--- src/rtl/opb_register_bank_ppc2simulink.sv ---
// OPB slave exposing C_NUM_REGS 32-bit software registers (R/W or read-only per mask).
// Each accepted transfer is acked exactly once and followed by one dead cycle.
module opb_register_bank_ppc2simulink #(
    parameter logic [31:0] C_BASEADDR    = 32'h01003400,
    parameter logic [31:0] C_HIGHADDR    = 32'h010034FF,
    parameter int          C_OPB_AWIDTH  = 32,
    parameter int          C_OPB_DWIDTH  = 32,
    parameter int          C_NUM_REGS    = 4,
    parameter logic [31:0] C_RO_MASK     = 32'h0,
    parameter logic [31:0] C_RESET_VALUE = 32'h0,
    parameter string       C_FAMILY      = "virtex5"
) (
    input  logic                       OPB_Clk,
    input  logic                       OPB_Rst,
    input  logic [0:C_OPB_AWIDTH-1]    OPB_ABus,
    input  logic [0:C_OPB_DWIDTH/8-1]  OPB_BE,
    input  logic [0:C_OPB_DWIDTH-1]    OPB_DBus,
    input  logic                       OPB_RNW,
    input  logic                       OPB_select,
    input  logic                       OPB_seqAddr,
    output logic [0:C_OPB_DWIDTH-1]    Sl_DBus,
    output logic                       Sl_errAck,
    output logic                       Sl_retry,
    output logic                       Sl_toutSup,
    output logic                       Sl_xferAck,
    output logic [C_NUM_REGS*32-1:0]   user_data_out,
    input  logic [C_NUM_REGS*32-1:0]   user_data_in,
    output logic [C_NUM_REGS-1:0]      user_update
);

    typedef enum logic [1:0] {IDLE, ACK, HOLD} state_t;

    state_t                  state_q, state_d;
    logic [31:0]             regs_q [C_NUM_REGS];
    logic [31:0]             regs_d [C_NUM_REGS];
    logic [31:0]             rdata_q, rdata_d;
    logic [C_NUM_REGS-1:0]   upd_q, upd_d;

    logic [31:0] addr, wdata, off;
    logic [3:0]  be;
    logic [29:0] idx;
    logic        hit, take;

    // Plain vector assignment maps OPB bit j onto user bit 31-j.
    assign addr  = OPB_ABus;
    assign wdata = OPB_DBus;
    assign be    = OPB_BE;
    assign off   = addr - C_BASEADDR;
    assign idx   = off[31:2];
    assign hit   = OPB_select && (addr >= C_BASEADDR) && (addr <= C_HIGHADDR);
    assign take  = (state_q == IDLE) && hit;

    always_ff @(posedge OPB_Clk) begin
        if (OPB_Rst) begin
            state_q <= IDLE;
            rdata_q <= '0;
            upd_q   <= '0;
            for (int i = 0; i < C_NUM_REGS; i++) regs_q[i] <= C_RESET_VALUE;
        end else begin
            state_q <= state_d;
            rdata_q <= rdata_d;
            upd_q   <= upd_d;
            for (int i = 0; i < C_NUM_REGS; i++) regs_q[i] <= regs_d[i];
        end
    end

    always_comb begin
        state_d = state_q;
        case (state_q)
            IDLE:    if (hit) state_d = ACK;
            ACK:     state_d = HOLD;
            HOLD:    state_d = IDLE;
            default: state_d = IDLE;
        endcase
    end

    // Writes commit and reads are captured on the same edge that accepts the hit.
    always_comb begin
        rdata_d = '0;
        upd_d   = '0;
        for (int i = 0; i < C_NUM_REGS; i++) regs_d[i] = regs_q[i];
        if (take) begin
            for (int i = 0; i < C_NUM_REGS; i++) begin
                if (idx == 30'(i)) begin
                    if (OPB_RNW) begin
                        rdata_d = C_RO_MASK[i] ? user_data_in[32*i +: 32] : regs_q[i];
                    end else if (!C_RO_MASK[i]) begin
                        for (int b = 0; b < 4; b++) begin
                            if (be[b]) regs_d[i][8*b +: 8] = wdata[8*b +: 8];
                        end
                        upd_d[i] = 1'b1;
                    end
                end
            end
        end
    end

    always_comb begin
        Sl_xferAck  = (state_q == ACK);
        Sl_DBus     = (state_q == ACK) ? rdata_q : 32'h0;
        Sl_errAck   = 1'b0;
        Sl_retry    = 1'b0;
        Sl_toutSup  = 1'b0;
        user_update = upd_q;
    end

    for (genvar g = 0; g < C_NUM_REGS; g++) begin : g_out
        assign user_data_out[32*g +: 32] = C_RO_MASK[g] ? 32'h0 : regs_q[g];
    end

    logic unused_ok;
    assign unused_ok = ^{OPB_seqAddr, off[1:0], user_data_in, (C_FAMILY == "")};

endmodule

--- config.mk ---
export PLATFORM = sky130hd
export DESIGN_NAME = opb_register_bank_ppc2simulink
export DESIGN_NICKNAME = d
export VERILOG_FILES = /design/src/rtl/opb_register_bank_ppc2simulink.sv
export SDC_FILE = /design/constraint.sdc
export NUM_CORES = 1
export LEC_CHECK = 0
export CAP_MARGIN = 40
export CORE_AREA = 2 2 143 145
export CTS_CLUSTER_DIAMETER = 120
export CTS_CLUSTER_SIZE = 16
export DETAILED_ROUTE_END_ITERATION = 8
export DIE_AREA = 0 0 145 147
export PLACE_DENSITY = 0.82
export SYNTH_ARGS = -nofsm -noshare
export SYNTH_HDL_FRONTEND = slang
export SYNTH_SLANG_ARGS = --single-unit
export TNS_END_PERCENT = 1
--- constraint.sdc ---
create_clock -name OPB_Clk -period 4.5 [get_ports OPB_Clk]
set_input_delay 0.675 -clock OPB_Clk [delete_from_list [all_inputs] [get_ports OPB_Clk]]
set_output_delay 0.675 -clock OPB_Clk [all_outputs]
set_load 0.01 [all_outputs]
==> impl_metrics.py <==
metrics = {
    "cts": {
        "post-cts-setup-buffers": 0,
        "cts_made_buffers": 17,
        "ctsResizeCount": 0,
        "clk_pin_slew_ns": 0.07,
        "cts_htree_levels": 4,
        "cts.sinks": 166,
        "ctsHoldBuffers": 0,
        "clk_latency_ns": 0.41,
        "clock_path_buffers": 2,
        "cts_tree": "yes",
        "cts-root-buf": "clkbuf_16",
    },
    "timing": {
        "rsz0062_at_grt": "false",
        "final.setup.tns_ns": 0,
        "tightest_slew_ns": 0.684,
        "max_slew_margin_pct": 54.4,
        "setup_viol": 0,
        "slew_viol_final": 0,
        "max_freq_mhz": 337,
        "final.min_clock_period_ns": 2.97,
        "setup_ws_ns": 1.53,
        "fin_crit_sh_pct": 66.0,
        "finalHoldViolCount": 0,
        "skew_ns": 0.00882,
    },
    "synth": {
        "netlist_top_cells_count": "166 x dfxtp_1, 165 x nand2b_1, 128 x mux2i_1, 34 x clkbuf_1, 33 x nor4b_1",
        "syn_area_um2": 7730,
        "synth-edff-count": 0,
        "ys.warnings.count": 0,
        "synthArstFlopShare_pct": 0,
        "yosys-top-cells-area": "dfxtp_1 43%, mux2i_1 17%, nand2b_1 13%",
        "ys_seq_area_share_pct": 43.0,
        "postSynthCellCount": 679,
        "synthFlopType": "dfxtp_1",
        "avgSynthCellArea_um2": 11.4,
        "synth_most_common_cell": "dfxtp_1",
        "synth_cell_types": 35,
        "synth.top_cell.area_share_pct": 43.0,
        "yosysTopAreaCell": "dfxtp_1",
        "ys_ff_latch": 166,
    },
    "global_routing": {
        "grt_max_degree": 89,
        "first_global_vias": 6124,
        "grt_pass1_wl_mm": 35.5,
        "antenna_found_initial": 0,
        "groute.usage.overall_pct": 21.3,
        "globalRoute.totalOverflow": 0,
    },
    "final_layout": {
        "drive_above_1_share_pct": 11.3,
        "fill_cells": 1708,
        "area_growth_pct": 40.8,
        "antenna_cells": 0,
        "seqCellArea_um2": 3320,
        "nets": 1099,
        "multi_input_area_um2": 4180,
    },
    "drt": {
        "wl_met3_mm": 1.71,
        "viasPerCell": 5.10,
        "drt_wl_total_mm": 22.8,
        "antenna_left": 0,
        "wl_per_cell_um": 19.3,
        "drtIter0Drc": 247,
        "dr.max_layer_used": "met4",
        "wl_met2_mm": 10.6,
        "dr.pass1.iters": 4,
        "wl_met1_mm": 10.1,
        "drc": 0,
        "vias": 6017,
    },
    "flow_run": {
        "maxCapViolCount": 0,
    },
    "setup_path": {
        "r2r_slack_ns": 2.14,
        "critPathKind": "in2reg",
        "rr_worst_depth": 5,
        "cp_data_arrival_time_ns": 3.31,
        "crit_fanout": 16,
        "cp.required_ns": 4.84,
        "r2r-end": "regs_q[1][27]$_SDFFE_PP0P_",
        "endpoint_kind": "flop",
        "reg2reg_from": "state_q[1]$_SDFFE_PP0P_",
        "start_kind": "input pin",
    },
    "min_path": {
        "holdPathEnd": "regs_q[3][14]$_SDFFE_PP0P_",
        "hold_path.class": "reg2reg",
        "worstHoldStart": "regs_q[3][14]$_SDFFE_PP0P_",
        "hold_path_depth": 2,
    },
    "die": {
        "die_w_um": 145,
        "core_um2": 19800,
        "ioPinCount": 369,
        "dieArea_um2": 21300,
        "chipHeight_um": 147,
        "floorplan.rows": 52,
        "start_util_pct": 39.0,
    },
    "power": {
        "cellPowerDensity_nw_per_um2": 286,
        "leakagePower_nw": 4.51,
        "ir_worst_vdd_v": 0.000242,
        "p_total_mw": 3.12,
    },
    "placement": {
        "pre_cts_ws_ns": 1.11,
        "io_buffers": 234,
        "hpwl_mm": 15.8,
        "place.gp.congestion": 0.804,
    },
    "run_status": {
        "status": "complete, no violations",
    },
}
-- logic make-up (layout without fill, tap and decap cells) --
kind of cell	after synthesis	after routing	share of synthesized area, %
AOI/OAI and AO/OA	1	1	0.129
buffers and inverters	52	281	3.20
other	1	3	0.0485
xor gates and xnor gates	1	1	0.210
and+or+nand+nor	298	298	27.5
DFF	166	166	43.0
muxes	160	160	25.9
-- registers in the layout, summed over array words and instances, names as in the netlist --
register and cells:
regs_q 128, rdata_q 32, user_update 4, state_q 2
-- how the worst max path moves through the flow --
stage,depth (start not counted),endpoint,start,slack (ns)
after floorplan,5,rdata_q[0]$_SDFF_PP0_,OPB_ABus[12],1.98
after global placement,6,regs_q[2][13]$_SDFFE_PP0P_,OPB_ABus[4],1.13
after detailed placement,6,regs_q[2][12]$_SDFFE_PP0P_,OPB_ABus[21],1.11
after CTS,4,Sl_DBus[14],state_q[0]$_SDFFE_PP0P_,1.51
after global routing,4,Sl_DBus[14],state_q[0]$_SDFFE_PP0P_,1.43
final,6,regs_q[2][14]$_SDFFE_PP0P_,OPB_ABus[21],1.53
-- cell usage in the layout, fill, tap and decap left out, drive strengths merged --
cell type      instances
conb                   3
nor3b                  1
xnor2                  1
or4                    4
nor3                   7
nand2b               165
bufinv                 2
nand3b                 1
clkinv                 3
inv                    6
clkbuf                18
nor4                   3
buf                   18
clkdlybuf4s50        231
o211a                  1
nor2                  19
mux2i                128
and2                  32
nor2b                  2
nand4                 15
mux4                  32
nor4b                 34
and4b                  1
or4b                   2
nand2                  5
and4                   5
dfxtp                166
or2                    2
clkinvlp               3
-- power breakdown --
part           internal, mW   switching, mW  total, mW
combinational         0.102          0.0933      0.195
clock                 0.825           0.629       1.45
sequential             1.47  0.000000000450       1.47
-- worst max-delay path: stages --
cell             delay [ns]
clkdlybuf4s50_1        0.52
or4b_4                 0.51
nor4_4                 0.27
buf_4                  0.39
and4_1                 0.67
mux2i_1                0.27
-- final cells by class --
class / instances / area share [%]
Clock buffer: 18 / 3.94
Clock inverter: 13 / 1.36
Inverter: 1 / 0.0345
Multi-Input combinational cell: 463 / 38.4
Sequential cell: 166 / 30.5
Tap cell: 270 / 3.10
Timing Repair Buffer: 249 / 22.6
-- metrics by stage --
step | instance area, um2 | instances | util [%] | hold slack [ns]
after floorplan | 7740 | 681 | - | 0.501
after global placement | 10300 | 1148 | 51.9 | 0.474
after detailed placement | 10300 | 1148 | 51.9 | 0.476
after CTS | 10900 | 1179 | 54.8 | 0.496
after global routing | 10900 | 1180 | 54.9 | 0.512
final | 10900 | 1180 | 54.9 | 0.489
-- metal layers --
layer / up-vias / track usage [%]
li1: 2816 / -
met4: 0 / 5.50
met5: - / 0
met1: 2960 / 26.8
met3: 22 / 6.86
met2: 219 / 35.4
No activity file was read; power rests on OpenSTA's default activity.
